### src/rtl/riscv_i32_ifetch_mem_adapter.sv
// Instruction-fetch adapter: turns halfword-aligned fetch requests into 32-bit SRAM word reads.
// Optional one-word buffer enabled by defining RISCV_I32_IFETCH_WORD_BUFFER_EN.
module riscv_i32_ifetch_mem_adapter (
  input  logic        clk,
  input  logic        reset_n,
  input  logic        ifetch_req__flush_pipeline,
  input  logic [2:0]  ifetch_req__req_type,
  input  logic [31:0] ifetch_req__address,
  input  logic        ifetch_invalidate,
  input  logic        mem_wait,
  input  logic [31:0] mem_read_data,
  input  logic        mem_read_error,
  output logic        ifetch_resp__valid,
  output logic [31:0] ifetch_resp__data,
  output logic        ifetch_resp__error,
  output logic        mem_read_enable,
  output logic [29:0] mem_address
);

  typedef enum logic [1:0] {S_IDLE, S_READ, S_CAPTURE, S_RESP} state_t;

  state_t      state, state_nxt;
  logic [29:0] word_a, word_a_nxt;
  logic        straddle, straddle_nxt;
  logic [29:0] rd_addr, rd_addr_nxt;
  logic [15:0] lo_half, lo_half_nxt;
  logic [31:0] resp_data, resp_data_nxt;
  logic        resp_error, resp_error_nxt;

  logic [29:0] req_a;
  logic        req_go;
  logic        flush;
  logic        hit_a;
  logic [31:0] buf_rdata;
  logic        buf_wr;
  logic        unused_addr0;

  assign req_a        = ifetch_req__address[31:2];
  assign flush        = ifetch_req__flush_pipeline;
  assign req_go       = (|ifetch_req__req_type) && !flush;
  assign unused_addr0 = ifetch_req__address[0];
  // A flushed capture still fills the buffer; only the response is dropped.
  assign buf_wr       = (state == S_CAPTURE) && !mem_read_error;

`ifdef RISCV_I32_IFETCH_WORD_BUFFER_EN
  logic        buf_valid;
  logic [29:0] buf_tag;
  logic [31:0] buf_data;

  always_ff @(posedge clk or negedge reset_n) begin
    if (!reset_n) begin
      buf_valid <= 1'b0;
      buf_tag   <= '0;
      buf_data  <= '0;
    end else begin
      if (ifetch_invalidate) buf_valid <= 1'b0;
      else if (buf_wr)       buf_valid <= 1'b1;
      if (buf_wr) begin
        buf_tag  <= rd_addr;
        buf_data <= mem_read_data;
      end
    end
  end

  assign hit_a     = buf_valid && (buf_tag == req_a);
  assign buf_rdata = buf_data;
`else
  logic unused_inv;
  logic unused_buf_wr;
  assign unused_inv    = ifetch_invalidate;
  assign unused_buf_wr = buf_wr;
  assign hit_a         = 1'b0;
  assign buf_rdata     = '0;
`endif

  always_ff @(posedge clk or negedge reset_n) begin
    if (!reset_n) begin
      state      <= S_IDLE;
      word_a     <= '0;
      straddle   <= 1'b0;
      rd_addr    <= '0;
      lo_half    <= '0;
      resp_data  <= '0;
      resp_error <= 1'b0;
    end else begin
      state      <= state_nxt;
      word_a     <= word_a_nxt;
      straddle   <= straddle_nxt;
      rd_addr    <= rd_addr_nxt;
      lo_half    <= lo_half_nxt;
      resp_data  <= resp_data_nxt;
      resp_error <= resp_error_nxt;
    end
  end

  always_comb begin
    state_nxt      = state;
    word_a_nxt     = word_a;
    straddle_nxt   = straddle;
    rd_addr_nxt    = rd_addr;
    lo_half_nxt    = lo_half;
    resp_data_nxt  = resp_data;
    resp_error_nxt = resp_error;
    case (state)
      S_IDLE: begin
        if (req_go) begin
          word_a_nxt   = req_a;
          straddle_nxt = ifetch_req__address[1];
          if (hit_a && !ifetch_req__address[1]) begin
            state_nxt      = S_RESP;
            resp_data_nxt  = buf_rdata;
            resp_error_nxt = 1'b0;
          end else if (hit_a) begin
            // Straddle with the low word buffered: only A+1 goes to memory.
            state_nxt   = S_READ;
            lo_half_nxt = buf_rdata[31:16];
            rd_addr_nxt = req_a + 30'd1;
          end else begin
            state_nxt   = S_READ;
            rd_addr_nxt = req_a;
          end
        end
      end
      S_READ: begin
        if (flush)          state_nxt = S_IDLE;
        else if (!mem_wait) state_nxt = S_CAPTURE;
      end
      S_CAPTURE: begin
        if (flush) begin
          state_nxt = S_IDLE;
        end else if (mem_read_error) begin
          state_nxt      = S_RESP;
          resp_data_nxt  = '0;
          resp_error_nxt = 1'b1;
        end else if (straddle && (rd_addr == word_a)) begin
          state_nxt   = S_READ;
          lo_half_nxt = mem_read_data[31:16];
          rd_addr_nxt = word_a + 30'd1;
        end else begin
          state_nxt      = S_RESP;
          resp_error_nxt = 1'b0;
          resp_data_nxt  = straddle ? {mem_read_data[15:0], lo_half} : mem_read_data;
        end
      end
      S_RESP:  state_nxt = S_IDLE;
      default: state_nxt = S_IDLE;
    endcase
  end

  assign ifetch_resp__valid = (state == S_RESP) && !flush;
  assign ifetch_resp__data  = resp_data;
  assign ifetch_resp__error = resp_error;
  assign mem_read_enable    = (state == S_READ);
  assign mem_address        = (state == S_READ) ? rd_addr : '0;

endmodule

### config.mk
export PLATFORM = sky130hd
export DESIGN_NAME = riscv_i32_ifetch_mem_adapter
export DESIGN_NICKNAME = d
export VERILOG_FILES = /design/src/rtl/riscv_i32_ifetch_mem_adapter.sv
export SDC_FILE = /design/constraint.sdc
export NUM_CORES = 1
export LEC_CHECK = 0
export ABC_CLOCK_PERIOD_IN_PS = 3200
export BUFFER_PORTS_ARGS = -buffer_cell sky130_fd_sc_hd__buf_2
export CORE_AREA = 8 8 167 169
export DETAILED_ROUTE_END_ITERATION = 16
export DIE_AREA = 0 0 175 177
export PLACE_DENSITY_LB_ADDON = 0.12
export SLEW_MARGIN = 20
export SYNTH_ARGS = -nofsm -noshare
export SYNTH_HDL_FRONTEND = slang
export SYNTH_SLANG_ARGS = --single-unit
### constraint.sdc
create_clock -name clk -period 3.2 [get_ports clk]
set_input_delay 0.64 -clock clk [delete_from_list [all_inputs] [get_ports clk]]
set_output_delay 0.64 -clock clk [all_outputs]
set_load 0.01 [all_outputs]
==> impl_metrics.py, run 1 <==
metrics = {
    "synth": {
        "ys_ff_latch": 112,
        "yosysMostFrequentCell": "dfrtp_1",
        "avgSynthCellArea_sq_um": 10.9,
        "synth_nets": 638,
        "syn_inst": 564,
        "yosysTopAreaCell": "dfrtp_1",
        "seq_area_frac_synth": 0.454,
        "yosys_warnings": 0,
        "synthArstFlopShare": 1.00,
        "syn-cell-area_sq_um": 6170,
        "synth_top_area_frac": 0.454,
        "ys.flop_type": "dfrtp_1",
        "synth_edf_count": 0,
        "synth.top_cells.by_area": "dfrtp_1, mux2_2, xnor2_1",
        "netlist_top_cells_count": "dfrtp_1, mux2_2, nand2_1, nor2_1, xnor2_1",
        "yosys.cell_types.count": 36,
    },
    "flow_run": {
        "drv_cap": 0,
    },
    "setup_path": {
        "cp-start-kind": "flip-flop",
        "path_class": "flip-flop to flip-flop",
        "end_kind": "flip-flop",
        "cp_data_required_time_ns": 3.45,
        "arrival_ns": 2.72,
        "path_max_fanout": 30,
    },
    "timing": {
        "relSlewSlack": 0.547,
        "grt_setup_unrepaired": "no",
        "finClkSkew_ns": 0.0131,
        "max_slew.worst_pin.slew_ns": 0.679,
        "finalCritPeriodShare": 0.773,
        "period_needed_ns": 2.47,
        "setup_viol": 0,
        "hold_viol_final": 0,
        "fmax_mhz": 404,
        "worst_slack_ns": 0.727,
        "final_max_slew_viol_count": 0,
        "tns_ns": 0,
    },
    "final_layout": {
        "multiInputGateArea_sq_um": 3170,
        "area_growth_pct": 21.9,
        "drive_gt1_frac": 0.412,
        "fill_cells": 2701,
        "layout.nets": 758,
        "ff_latch_area_sq_um": 2800,
    },
    "floorplan": {
        "die_w_um": 175,
        "core_region_area_sq_um": 25500,
        "ios": 138,
        "dieArea_sq_um": 31000,
        "rows": 59,
        "dieHeight_um": 177,
        "initial_utilization": 0.242,
    },
    "route": {
        "vias_per_cell": 4.40,
        "drc_errors": 0,
        "drt_iter0_drc": 185,
        "avgRoutedWirePerCell_um": 17.8,
        "wirelength_mm": 18.3,
        "first_pass_iters": 4,
        "antenna_left": 0,
        "dr_total_vias": 4514,
    },
    "cts": {
        "cts_resized": 0,
        "clock-sinks": 112,
        "clk_latency_ns": 0.36,
        "numCtsBuffers": 9,
        "cts_setup_buffers": 0,
        "clk_path_buf_depth": 2,
        "root_buffer": "clkbuf_16",
        "clkTransAtPathRegs_ns": 0.09,
        "cts_hold_buffers": 0,
        "cts_tree": "yes",
        "htree_levels": 3,
    },
    "global_route": {
        "first_global_vias": 4898,
        "antenna_found_initial": 6,
        "overflow": 0,
        "grt_max_degree": 60,
        "globalRouteTotalUtil": 0.119,
        "grt_pass1_wl_mm": 28.6,
    },
    "power_and_ir_drop": {
        "ir_drop_uv": 235,
        "p_leak_uw": 0.00347,
        "power.density_nw_per_um2": 609,
    },
    "place": {
        "place_ws_ns": 0.592,
        "gp_congestion": 0.775,
        "dpl.hpwl_mm": 13.4,
        "port_buffers": 135,
    },
    "run_status": {
        "status": "completed",
    },
    "hold_path": {
        "holdCritPathClass": "input port to async pin",
    },
}
## layout by cell type, fill, tap and decap left out, drive strengths merged
cell / count
nand4: 17
ha: 1
buf: 147
nor2b: 2
dfrtp: 112
nor3: 7
diode: 2
clkinv: 4
inv: 6
mux2: 111
or4: 2
mux2i: 32
and2: 30
xnor2: 47
clkbuf: 9
or3: 2
clkinvlp: 1
nor4: 7
nand2: 48
xor2: 11
nand2b: 1
nor2: 47
o21ai: 29
nand3: 10
and4: 2
a21oi: 2
and3: 2
## cell families (layout without fill, tap and decap cells)
kind of cell	count (synthesis)	in the layout	share of synthesized area
buffers and inverters	42	167	0.0331
other	0	2	0
flip-flops	112	112	0.454
AO/OA/AOI/OAI	31	31	0.0251
XOR/XNOR	58	58	0.0823
adder cells (fa/ha/maj)	1	1	0.00203
AND/OR/NAND/NOR	177	177	0.149
multiplexers	143	143	0.255
## final timing paths
check                      slack (ns)                     to                        from  cells after the start
min reg2reg                      0.50  ifetch_resp__data[16]       ifetch_resp__data[16]                      1
min                              0.31              word_a[8]                     reset_n                      1
max reg2reg                      0.73            rd_addr[22]                  word_a[14]                      7
max                              0.73            rd_addr[22]                  word_a[14]                      7
min in group clk                 0.50               state[0]  ifetch_req__flush_pipeline                      2
max in group asynchronous        2.03  ifetch_resp__data[17]                     reset_n                      2
## report_power, final
part	internal, uW	switching [uW]
Clock	555	618
Combinational	701	655
Sequential	1720	330
## through the flow
| step | util | std cells | total power, uW | cell area, sq um | hold slack [ns] |
|---|---|---|---|---|---|
| 2_1_floorplan | - | 564 | 2910 | 6170 | 0.344 |
| 6_report | 0.295 | 1026 | 4580 | 7520 | 0.308 |
| 5_1_grt | 0.295 | 1026 | 4880 | 7520 | 0.348 |
| 3_5_place_dp | 0.283 | 1008 | 3470 | 7210 | 0.488 |
| 3_3_place_gp | 0.283 | 1008 | 3450 | 7210 | 0.486 |
| 4_1_cts | 0.295 | 1024 | 4670 | 7510 | 0.330 |
## per-layer routing
layer  vias to the layer above  track usage  share of wire
li1                       2173            -              -
met1                      2215        0.154           0.46
met2                        94        0.188           0.46
met3                        24       0.0354          0.059
met4                         8       0.0364          0.014
met5                         -            0         0.0026
## sequential cells by signal (all words and copies together), names as in the netlist
signal and count:
ifetch_resp__error 1, ifetch_resp__data 32, word_a 30, lo_half 16, straddle 1, rd_addr 30
state 2
## area by class of cell
| class | count | area share |
|---|---|---|
| inverter | 4 | 0.00200 |
| multi-input combinational | 410 | 0.421 |
| clock inverter | 7 | 0.0103 |
| tap | 335 | 0.0557 |
| clock buffer | 9 | 0.0300 |
| timing repair buffer | 147 | 0.107 |
| sequential | 112 | 0.373 |
| antenna | 2 | 0.000666 |
## critical path, stage by stage (launching register included)
cell and delay, ns:
dfrtp_1 0.47, xnor2_1 0.35, nand4_1 0.18, nor4_2 0.49
nand3_2 0.16, nand2_2 0.12, buf_12 0.23, mux2_2 0.36
No activity file was read; power rests on OpenSTA's default activity.
==> run 2: changes to the inputs <==
- ABC_CLOCK_PERIOD_IN_PS: 3200 -> 2150
- clock period: 3.2 -> 2.15 ns (I/O delays scaled with it)
==> impl_metrics.py, run 2 (same netlist as run 1, synthesis figures left out) <==
metrics = {
    "final_layout": {
        "diodes": 0,
        "area_growth_pct": 34.2,
        "fill_cells": 2630,
        "final_area_sq_um": 8280,
        "layout_commonest_cell": "buf_2",
        "final_cell_count_no_fill": 1091,
        "drive_gt1_frac": 0.475,
        "largest_register_ffs": 32,
        "layout.nets": 825,
        "ff_latch_area_sq_um": 2800,
        "multiInputGateArea_sq_um": 3340,
        "final_cell_mix": "buf_2, dfrtp_1, mux2_2",
        "post-route-util": 0.325,
    },
    "timing": {
        "hold_viol_final": 0,
        "worst_slack_ns": -0.103,
        "setup_viol": 66,
        "finClkSkew_ns": 0.0150,
        "fmax_mhz": 444,
        "relSlewSlack": 0.631,
        "finalCritPeriodShare": 1.05,
        "period_needed_ns": 2.25,
        "max_slew.worst_pin.slew_ns": 0.554,
        "grt_setup_unrepaired": "yes",
        "final_max_slew_viol_count": 0,
    },
    "global_route": {
        "globalRouteTotalUtil": 0.123,
        "grt_max_degree": 60,
        "first_global_vias": 5169,
        "grt_pass1_wl_mm": 29.5,
        "antenna_found_initial": 2,
        "overflow": 0,
    },
    "floorplan": {
        "die_w_um": 175,
        "dieHeight_um": 177,
        "rows": 59,
        "initial_utilization": 0.242,
        "dieArea_sq_um": 31000,
        "ios": 138,
        "core_region_area_sq_um": 25500,
    },
    "run_status": {
        "violations": "negative setup slack",
        "status": "finished with violations",
    },
    "place": {
        "gp_congestion": 0.761,
        "port_buffers": 135,
        "dpl.hpwl_mm": 14.4,
        "dp.cells": 1069,
        "placed_area_sq_um": 7680,
    },
    "route": {
        "dr_total_vias": 4775,
        "drt_iter0_drc": 212,
        "vias_per_cell": 4.38,
        "antenna_left": 0,
        "first_pass_iters": 4,
        "drc_errors": 0,
        "wirelength_mm": 19.5,
        "avgRoutedWirePerCell_um": 17.9,
    },
    "setup_path": {
        "cp-start-kind": "flip-flop",
        "path_delay_family": "simple AND/OR/NAND/NOR gates",
        "arrival_ns": 2.50,
        "worstPathCellList": "xnor2_1, buf_4, nand4_1, nor4_2, buf_4, nand3_4, nand2_8, clkbuf_16, mux2_2",
        "cp_data_required_time_ns": 2.40,
        "crit_buf_inv": 3,
        "end_kind": "flip-flop",
        "crit_top_cell": "buf_4",
        "cpPeakStageDelay_ns": 0.41,
        "path_max_fanout": 6,
        "slowest_stage": "dfrtp_1",
        "path_class": "flip-flop to flip-flop",
    },
    "cts": {
        "clk_latency_ns": 0.37,
        "numCtsBuffers": 9,
        "clk_path_buf_depth": 2,
        "clkTransAtPathRegs_ns": 0.09,
        "root_buffer": "clkbuf_16",
        "htree_levels": 3,
        "cts_tree": "yes",
        "clock-sinks": 112,
    },
    "power_and_ir_drop": {
        "p_leak_uw": 0.00396,
        "ir_drop_uv": 391,
        "power.density_nw_per_um2": 897,
    },
    "hold_path": {
        "holdCritPathClass": "input port to flip-flop",
    },
    "flow_run": {
        "drv_cap": 0,
    },
}
==> run 2: through the flow <==
| stage | TNS, ns | power [uW] | hold WS (ns) | setup slack, ns |
|---|---|---|---|---|
| floorplan | 0 | 4330 | 0.134 | 0.0880 |
| global placement | -6.97 | 5520 | 0.383 | -0.120 |
| detailed placement | -6.69 | 5570 | 0.394 | -0.125 |
| CTS | -2.73 | 7410 | 0.262 | -0.0923 |
| global route | -13.29 | 7860 | 0.278 | -0.205 |
| finish | -4.19 | 7430 | 0.279 | -0.103 |
==> run 2: layout make-up <==
| cell class | instances | share of cell area |
|---|---|---|
| clock inverters | 7 | 0.00922 |
| multi-input cells | 410 | 0.404 |
| inverters | 4 | 0.00181 |
| clock buffers | 9 | 0.0272 |
| repair buffers | 214 | 0.169 |
| well taps | 335 | 0.0506 |
| flip-flops and latches | 112 | 0.339 |
==> run 2: final timing paths <==
path	slack, ns	depth (start not counted)	from	end
max	-0.10	9	rd_addr[13]	rd_addr[20]
min	0.28	2	ifetch_req__flush_pipeline	state[0]
max reg2reg	-0.10	9	rd_addr[13]	rd_addr[20]
min reg2reg	0.50	1	ifetch_resp__data[14]	ifetch_resp__data[14]
max in group asynchronous	0.83	4	reset_n	ifetch_resp__data[27]
min in group asynchronous	0.53	2	reset_n	rd_addr[13]
==> run 2: worst register-to-register path, delay by kind of cell, from the launching register on <==
family	cells	cell delay (ns)
XOR/XNOR	1	0.20
buffers and inverters	3	0.52
flip-flops	1	0.41
multiplexers	1	0.33
AND/OR/NAND/NOR	4	0.68
==> run 2: what timing repair did <==
| action | 4_1_cts | 5_1_grt |
|---|---|---|
| pin swaps | 0 | 3 |
| hold buffers | 1 | 0 |
| gates cloned | 1 | 3 |
| buffers inserted | 1 | 0 |
| setup endpoints to repair | 63 | 79 |
| hold endpoints to repair | 8 | 0 |
| gates resized for setup | 9 | 30 |
==> run 2: power breakdown <==
group | internal [uW] | switching, uW
Combinational | 1480 | 1260
Sequential | 2570 | 356
Clock | 839 | 926
Total | 4880 | 2540
==> run 2: per-layer routing <==
metal,GRT usage,routed length (um),vias to the layer above
li1,-,-,2312
met1,0.151,8660,2341
met2,0.210,9580,104
met3,0.0344,1070,14
met4,0.0286,169,4
met5,0,26,-
